## config.mk

```make
export PLATFORM = sky130hd
export DESIGN_NAME = hdmi_axi_addr_mb
export DESIGN_NICKNAME = d
export VERILOG_FILES = /design/src/rtl/hdmi_pkg.sv /design/src/rtl/hdmi_buf_sel.sv /design/src/rtl/hdmi_axi_addr_mb.sv
export SDC_FILE = /design/constraint.sdc
export NUM_CORES = 1
export LEC_CHECK = 0
export CAP_MARGIN = 20
export CORE_MARGIN = 2
export CORE_UTILIZATION = 55
export CTS_BUF_LIST = sky130_fd_sc_hd__clkbuf_16
export CTS_CLUSTER_SIZE = 20
export DETAILED_ROUTE_END_ITERATION = 8
export PLACE_DENSITY_LB_ADDON = 0.12
export SYNTH_ARGS = -nofsm -noshare
export SYNTH_HDL_FRONTEND = slang
export SYNTH_HIERARCHICAL = 1
export SYNTH_SLANG_ARGS = --single-unit
export TNS_END_PERCENT = 30
```

## constraint.sdc

```tcl
create_clock -name clk_vga -period 6.54 [get_ports clk_vga]
set_input_delay 1.962 -clock clk_vga [delete_from_list [all_inputs] [get_ports clk_vga]]
set_output_delay 1.962 -clock clk_vga [all_outputs]
set_load 0.01 [all_outputs]
```

## src/rtl/hdmi_pkg.sv

```systemverilog
`default_nettype none
// +----------------------------------------------------------------------+
// | Module  : hdmi_pkg                                                   |
// | Purpose : Shared types, widths and elaboration-time helpers for the  |
// |           HDMI scan-out address generators.                          |
// | Revision: 1.0  initial release                                       |
// +----------------------------------------------------------------------+
package hdmi_pkg;

  localparam int ADDR_W = 32;
  localparam int NUM_W  = 9;

  typedef enum logic [1:0] {
    ST_IDLE      = 2'd0,
    ST_KICK      = 2'd1,
    ST_WAIT_BUSY = 2'd2,
    ST_WAIT_DONE = 2'd3
  } state_t;

  // Bits needed to hold values 0..value-1 (returns 0 for value <= 1).
  function automatic int clog2(input int value);
    int result;
    result = 0;
    while ((1 << result) < value) begin
      result = result + 1;
    end
    return result;
  endfunction

  // Integer division rounded up; used for the bursts-per-line count.
  function automatic int ceil_div(input int num, input int den);
    return (num + den - 1) / den;
  endfunction

endpackage
`default_nettype wire

```

## src/rtl/hdmi_buf_sel.sv

```systemverilog
`default_nettype none
// +----------------------------------------------------------------------+
// | Module  : hdmi_buf_sel                                               |
// | Purpose : Tracks the newest complete frame buffer, switches the      |
// |           displayed buffer at frame start and latches a frame start  |
// |           that arrives while the fetch engine is mid-line.           |
// | Revision: 1.0  initial release                                       |
// +----------------------------------------------------------------------+
module hdmi_buf_sel
  import hdmi_pkg::*;
#(
  parameter int NUM_BUF = 2
) (
  input  logic       clk_vga,
  input  logic       rst_n,
  input  logic       framestart,
  input  logic       wr_frame_done,
  input  logic [1:0] wr_buf_idx,
  input  logic       fsm_active,
  input  logic       restart_clr,
  output logic [1:0] rd_buf_idx,
  output logic       restart
);

  localparam logic [2:0] c_num_buf = 3'(NUM_BUF);

  logic [1:0] latest;
  logic       wr_valid;

  // Out-of-range buffer indices are dropped; with one buffer only index 0
  // is ever accepted, so the displayed buffer stays 0.
  assign wr_valid = wr_frame_done && ({1'b0, wr_buf_idx} < c_num_buf);

  // Newest completed buffer, as reported by the writer.
  always_ff @(posedge clk_vga or negedge rst_n) begin
    if (!rst_n) begin
      latest <= 2'd0;
    end else if (wr_valid) begin
      latest <= wr_buf_idx;
    end
  end

  // Displayed buffer changes only at frame start; a completion in the same
  // cycle is taken for the frame that is starting.
  always_ff @(posedge clk_vga or negedge rst_n) begin
    if (!rst_n) begin
      rd_buf_idx <= 2'd0;
    end else if (framestart) begin
      rd_buf_idx <= wr_valid ? wr_buf_idx : latest;
    end
  end

  // Remembers a frame start seen mid-line so the line can be abandoned once
  // the in-flight burst finishes; clear has priority over a new set.
  always_ff @(posedge clk_vga or negedge rst_n) begin
    if (!rst_n) begin
      restart <= 1'b0;
    end else if (restart_clr) begin
      restart <= 1'b0;
    end else if (framestart && fsm_active) begin
      restart <= 1'b1;
    end
  end

endmodule
`default_nettype wire

```

## src/rtl/hdmi_axi_addr_mb.sv

```systemverilog
`default_nettype none
// +----------------------------------------------------------------------+
// | Module  : hdmi_axi_addr_mb                                           |
// | Purpose : Multi-buffer read-address generator for HDMI scan-out.     |
// |           Splits each requested line into bursts of at most          |
// |           MAX_BURST beats and hands them to the AXI read master.     |
// | Revision: 1.0  initial release                                       |
// +----------------------------------------------------------------------+
module hdmi_axi_addr_mb
  import hdmi_pkg::*;
#(
  parameter int          X_SIZE          = 256,
  parameter int          Y_SIZE          = 256,
  parameter int          BYTES_PER_PIXEL = 4,
  parameter int          DATA_BYTES      = 16,
  parameter int          MAX_BURST       = 16,
  parameter int          NUM_BUF         = 2,
  parameter logic [31:0] BASE_ADDR       = 32'h0000_0000,
  parameter logic [31:0] LINE_STRIDE     = 32'(X_SIZE * BYTES_PER_PIXEL),
  parameter logic [31:0] FRAME_STRIDE    = LINE_STRIDE * 32'(Y_SIZE)
) (
  input  logic              clk_vga,
  input  logic              rst_n,
  input  logic              framestart,
  input  logic              prefetch_line,
  input  logic              wr_frame_done,
  input  logic [1:0]        wr_buf_idx,
  output logic              kick,
  input  logic              busy,
  output logic [ADDR_W-1:0] read_addr,
  output logic [NUM_W-1:0]  read_num,
  output logic [1:0]        rd_buf_idx,
  output logic              overrun
);

  localparam int LINE_BEATS = X_SIZE * BYTES_PER_PIXEL / DATA_BYTES;
  localparam int BURSTS     = ceil_div(LINE_BEATS, MAX_BURST);
  localparam int LAST_BEATS = LINE_BEATS - (BURSTS - 1) * MAX_BURST;
  localparam int Y_W        = clog2(Y_SIZE + 1);
  localparam int BC_W       = clog2(BURSTS + 1);

  localparam logic [NUM_W-1:0]  c_max_num     = NUM_W'(MAX_BURST);
  localparam logic [NUM_W-1:0]  c_last_num    = NUM_W'(LAST_BEATS);
  localparam logic [NUM_W-1:0]  c_first_num   = (BURSTS == 1) ? c_last_num : c_max_num;
  localparam logic [ADDR_W-1:0] c_burst_bytes = ADDR_W'(MAX_BURST * DATA_BYTES);
  localparam logic [Y_W-1:0]    c_y_size      = Y_W'(Y_SIZE);
  localparam logic [BC_W-1:0]   c_bursts_m1   = BC_W'(BURSTS - 1);

  state_t            state;
  logic              pending;
  logic [Y_W-1:0]    y;
  logic [BC_W-1:0]   bursts_left;
  logic              restart;
  logic              restart_clr;
  logic              fsm_active;
  logic              frame_done;
  logic              abort;
  logic [ADDR_W-1:0] line_addr;

  assign fsm_active  = (state != ST_IDLE);
  assign frame_done  = (y == c_y_size);
  assign restart_clr = (state == ST_WAIT_DONE) && !busy;
  // A frame start in the very cycle the burst completes also abandons the line.
  assign abort       = restart || framestart;
  assign line_addr   = BASE_ADDR
                     + ADDR_W'(rd_buf_idx) * FRAME_STRIDE
                     + ADDR_W'(y) * LINE_STRIDE;

  hdmi_buf_sel #(
    .NUM_BUF (NUM_BUF)
  ) u_buf_sel (
    .clk_vga       (clk_vga),
    .rst_n         (rst_n),
    .framestart    (framestart),
    .wr_frame_done (wr_frame_done),
    .wr_buf_idx    (wr_buf_idx),
    .fsm_active    (fsm_active),
    .restart_clr   (restart_clr),
    .rd_buf_idx    (rd_buf_idx),
    .restart       (restart)
  );

  // Burst FSM with line counter, request bookkeeping and registered outputs.
  always_ff @(posedge clk_vga or negedge rst_n) begin
    if (!rst_n) begin
      state       <= ST_IDLE;
      kick        <= 1'b0;
      read_addr   <= BASE_ADDR;
      read_num    <= '0;
      bursts_left <= '0;
      pending     <= 1'b0;
      y           <= '0;
      overrun     <= 1'b0;
    end else begin
      kick <= 1'b0;
      case (state)
        ST_IDLE: begin
          // Hold off for one cycle on frame start so the new buffer/line apply.
          if (pending && !frame_done && !framestart) begin
            pending     <= 1'b0;
            read_addr   <= line_addr;
            read_num    <= c_first_num;
            bursts_left <= c_bursts_m1;
            kick        <= 1'b1;
            state       <= ST_KICK;
          end
        end
        ST_KICK: begin
          state <= ST_WAIT_BUSY;
        end
        ST_WAIT_BUSY: begin
          if (busy) begin
            state <= ST_WAIT_DONE;
          end
        end
        ST_WAIT_DONE: begin
          if (!busy) begin
            if (abort) begin
              state <= ST_IDLE;
            end else if (bursts_left != '0) begin
              read_addr   <= read_addr + c_burst_bytes;
              read_num    <= (bursts_left == BC_W'(1)) ? c_last_num : c_max_num;
              bursts_left <= bursts_left - BC_W'(1);
              kick        <= 1'b1;
              state       <= ST_KICK;
            end else begin
              y     <= y + Y_W'(1);
              state <= ST_IDLE;
            end
          end
        end
        default: begin
          state <= ST_IDLE;
        end
      endcase

      // Frame start rewinds the line counter and drops any queued request.
      if (framestart) begin
        y       <= '0;
        pending <= 1'b0;
      end

      // One request may queue behind the line in flight; a second is an overrun.
      if (prefetch_line && !frame_done) begin
        if (pending && fsm_active) begin
          overrun <= 1'b1;
        end else begin
          pending <= 1'b1;
        end
      end
    end
  end

endmodule
`default_nettype wire

```

== Yosys cells after proc, flatten, opt, wreduce, memory -nomap -nowiden ==
Index checks and enable logic that the tools add are counted.

* Bits in registers: 63
* Bits of input ports: 8
* Output and inout port bits: 45
* Logic and storage cells: 88

* $add $sub $neg: 4
* Magnitude comparators: 1
* Equal/unequal tests: 12
* Mux-type cells: 39
* Reduce and logical (&&, ||, !) cells: 21

{| class="wikitable"
|+ Operator list
! cell !! count
|-
| $mux 32 || 4
|-
| $mux 9 || 9
|-
| $pmux 32 s2 || 1
|-
| $add 32x9->32 const B || 1
|-
| $add 20x19->21 || 1
|-
| $pmux 9 s2 || 1
|-
| $ne 2x2->1 const B || 7
|-
| $mux 1 || 13
|-
| $mux 3 || 4
|-
| $add 9x1->9 const B || 1
|-
| $eq 9x9->1 const B || 1
|-
| $mux 2 || 4
|-
| $pmux 2 s4 || 1
|-
| $reduce_bool 2->1 || 4
|-
| $logic_and 1x1->1 || 7
|-
| $pmux 3 s2 || 1
|-
| $reduce_and 5->1 || 1
|-
| $eq 2x2->1 const B || 2
|-
| $reduce_and 4->1 || 1
|-
| $logic_not 1->1 || 3
|-
| $reduce_and 3->1 || 1
|-
| $reduce_bool 3->1 || 1
|-
| $sub 3x1->3 const B || 1
|-
| $eq 2x1->1 const B || 1
|-
| other kinds (6) || 6
|}

== Logic depth before layout (Yosys ltp) ==
* Word-level depth: 9
* Depth in mapped cells: 9
* Gate-level depth less buffers: 7

== Hierarchy ==
Netlist, hierarchy kept.

{| class="wikitable"
|+ Modules (own cells, without submodules)
! module !! instances !! cells each !! area each (um^2) !! seq. area each (um^2)
|-
| hdmi_axi_addr_mb || 1 || 302 || 2,640.0 || 1,051.0
|-
| hdmi_buf_sel || 1 || 15 || 201.4 || 125.1
|}

== Least setup slack after synthesis ==
No wires, ideal clock.

* Path kind: in2reg
* Start: input port framestart
* End: register read_addr[13]
* Library setup time: 0.069 ns
* Data arrival time: 3.407 ns
* Slack: 3.064 ns
* Stages: 5
* Path through: o31ai_1 nand4_1 clkbuf_1 or4b_2 nand3_1

* Longest elaborated chain between the ends: 4
* Elaborated cells on any way between the ends: 6

{| class="wikitable"
|+ Ends and longest elaborated chain
! item !! line !! text
|-
| from (decl) || hdmi_axi_addr_mb.sv:24 || <nowiki>input logic framestart,</nowiki>
|-
| $logic_not 1->1 || hdmi_axi_addr_mb.sv:99 || <nowiki>if (pending && !frame_done && !framestart) begin</nowiki>
|-
| $logic_and 1x1->1 || hdmi_axi_addr_mb.sv:99 ||
|-
| $ne 2x2->1 (no source line) || n/a ||
|-
| $reduce_and 5->1 (no source line) (*) || n/a ||
|-
| to (signal assigned) || hdmi_axi_addr_mb.sv:101 || <nowiki>read_addr <= line_addr;</nowiki>
|-
| to (signal assigned) || hdmi_axi_addr_mb.sv:121 || <nowiki>read_addr <= read_addr + c_burst_bytes;</nowiki>
|-
| to (decl) || hdmi_axi_addr_mb.sv:30 || <nowiki>output logic [ADDR_W-1:0] read_addr,</nowiki>
|}

Every way passes the cells marked *; elsewhere a longest branch is shown, timed or not.
A chain may end at the register's enable or synchronous reset.

== Final worst setup path ==
* Start: input port framestart
* End: register read_addr[12]

Same word-level chain as after synthesis.

==> results.toml <==
[run_status]
status = "finished clean"

[synth]
yosysMostFrequentCell = "dfrtp_1"
synth_seq_cells = 47
synth_ff_type = "dfrtp_1"
yosysWarnings = 6
syn_inst = 317
synthArstFlopShare_pct = 100
synth_common_cells = "dfrtp_1, nand2_1, nand3_1"
synth-edff-count = 0
synth_area_leaders = "dfrtp_1, nand3_1, nand2_1, ha_1, buf_4"
synth_area_um2 = 2840
seq_area_frac_synth_pct = 41.4
synth_cell_types = 47
yosysTopAreaCell = "dfrtp_1"
avgSynthCellArea_um2 = 8.96
synth_top_area_share_pct = 41.4

[cts]
clk_path_buf_depth = 2
clk_pin_slew_ns = 0.06
cts_max_level = 2
clkSinkCount = 47
cts_hold_buf = 0
cts_made_buffers = 5
cts_tree = "built"
clkLatencyLatePin_ns = 0.28
post_cts_resized = 0
post_cts_buffers = 0
cts_root_buffer = "clkbuf_16"

[drt]
avgRoutedWirePerCell_um = 13.6
drt_iter0_drc = 151
ant_nets = 0
vias_per_cell = 5.65
post-route-drc-count = 0
dr.pass1.iters = 4
vias = 2358
routed_wl_um = 5690

[power_and_ir_drop]
p_leak_nw = 1.46
sequentialPowerShare_pct = 38.0
pwr-share-comb_pct = 39.3
internal-power_w = 0.000632
switching_power_w = 0.000425
clock_power_share_pct = 22.7
peakVddDrop_mv = 0.219
p_per_area_nw_per_um2 = 317
swShare_pct = 40.2

[global_routing]
grt_pass1_vias = 2065
grt_pass1_wl_um = 9370
grt_max_degree = 66
antenna_found_initial = 0
grt_usage_pct = 20.9
gr-total-overflow = 0

[finish]
area_delta_synth_final_pct = 17.2
fillCellCount = 415
diodes = 0
fin_cells = 417
drive_above_1_share_pct = 7.49
finalNetCount = 364

[timing]
max_freq_ghz = 0.245
rsz0062_at_grt = "no"
setup_viol = 0
timing.final.hold_violations = 0
relSlewSlack_pct = 32.1
worst_slew_pin_slew_ns = 1.02
fin_crit_ns = 4.09
fin_tns_setup_ns = 0
fin_crit_sh_pct = 62.5
slew_viol_final = 0
fin_skew_ns = 0.00691

[floorplan]
die_area_um2 = 5760
io_pins = 53
core_um2 = 5040
initial_core_util_pct = 56.4
num_rows = 26
dieWidth_um = 75.9
die_y_um = 75.9

[critical_path]
cp.required_ns = 6.76
start_kind = "input pin"
worstPathArrival_ns = 4.31
critPathSlowestCell = "clkdlybuf4s50_1"
path_cells = "clkdlybuf4s50_1 > o31ai_1 > nand4_1 > buf_4 > or4b_2 > nand3_1"
worstSetupPathType = "input pin to register"
crit_path_end_kind = "register"
slowest_delay_ns = 0.71
worst-path-max-fanout = 46

[placed_design]
placedCellCount = 408
place.gp.congestion = 0.829
numPortBuffers = 36
place.detailed.hpwl_um = 3800

[run]
maxCapViolations = 0

[worst_hold_path]
hold_class = "register to register"
==> path summary, 6_finish.rpt <==
| kind | startpoint | end | slack [ns] | cells after the start |
|---|---|---|---|---|
| max | framestart | read_addr[12] | 2.45 | 6 |
| min | read_num[4] | read_num[4] | 0.46 | 1 |
| max reg2reg | state[1] | y[8] | 3.73 | 6 |
| min reg2reg | read_num[4] | read_num[4] | 0.46 | 1 |
| max in group asynchronous | rst_n | u_buf_sel/rd_buf_idx[1] | 4.45 | 2 |
| min in group asynchronous | rst_n | read_addr[30] | 1.59 | 1 |
==> metrics by stage <==
step	util, %	hold slack (ns)	area, um^2	power, W	setup slack (ns)
5_1_grt	66.1	0.505	3330	0.00113	2.28
2_1_floorplan	-	0.454	2900	0.000682	3.06
3_3_place_gp	62.9	0.459	3170	0.000807	2.23
3_5_place_dp	62.9	0.451	3170	0.000820	2.16
4_1_cts	65.7	0.471	3310	0.00107	2.46
6_report	66.1	0.464	3330	0.00106	2.45
==> layout make-up <==
type	count	area [um^2]	share of cell area [%]
clock buffer	5	125	3.76
clock inverter	3	12.5	0.376
inverter	12	45.0	1.35
multi-input combinational	242	1500	45.1
sequential	47	1180	35.3
tap	70	87.6	2.63
timing repair buffer	38	383	11.5
==> kinds of logic after synthesis <==
| family | Yosys count | synth area share (%) |
|---|---|---|
| xor gates and xnor gates | 8 | 2.47 |
| DFF | 47 | 41.4 |
| and+or+nand+nor | 165 | 32.5 |
| buffers and inverters | 43 | 7.84 |
| other | 1 | 0.132 |
| muxes | 3 | 1.14 |
| AOI/OAI and AO/OA | 40 | 10.1 |
| adders and majority gates | 10 | 4.40 |
==> cells in the final DEF (no fill, tap or decap), types with 5 or more instances in the layout <==
cell type,Yosys,layout
or4b_1,6,6
o21ai_0,8,8
nor4b_1,6,6
nor2b_1,11,11
nand2b_1,7,7
conb_1,1,16
nand4_1,7,7
nand2_1,44,44
nor3_1,5,5
clkdlybuf4s50_1,0,35
inv_1,12,14
nor2_1,14,14
a21oi_1,6,6
or4b_2,8,8
clkbuf_16,0,5
dfrtp_1,47,47
ha_1,10,9
a32oi_1,6,6
nand3_1,39,39
xor2_1,5,5
==> sequential cells by signal, summed over array words and instances, names as in the netlist <==
| signal | cells |
|---|---|
| bursts_left | 3 |
| kick | 1 |
| overrun | 1 |
| pending | 1 |
| read_addr | 24 |
| read_num | 1 |
| state | 2 |
| u_buf_sel/latest | 2 |
| u_buf_sel/rd_buf_idx | 2 |
| u_buf_sel/restart | 1 |
| y | 9 |
==> worst max-delay path: cells and delay by family <==
kind | cells | cell delay [ns]
buffers and inverters | 2 | 1.00
AND/OR/NAND/NOR | 3 | 0.93
AO/OA/AOI/OAI | 1 | 0.40
==> metal layers <==
layer,vias up,global-route usage [%],part of all wire [%]
met3,5,3.97,3.8
li1,1171,-,-
met4,0,4.29,0.72
met5,-,0,0
met1,1134,30.4,49
met2,48,32.8,47
==> power by group through the flow <==
stage	Sequential, W	Combinational, W	Clock [W]
finish	0.000401	0.000415	0.000240
global route	0.000410	0.000466	0.000259
CTS	0.000401	0.000417	0.000247
detailed placement	0.000406	0.000414	0
global placement	0.000404	0.000403	0
floorplan	0.000409	0.000273	0
(Power assumes the default switching activity.)
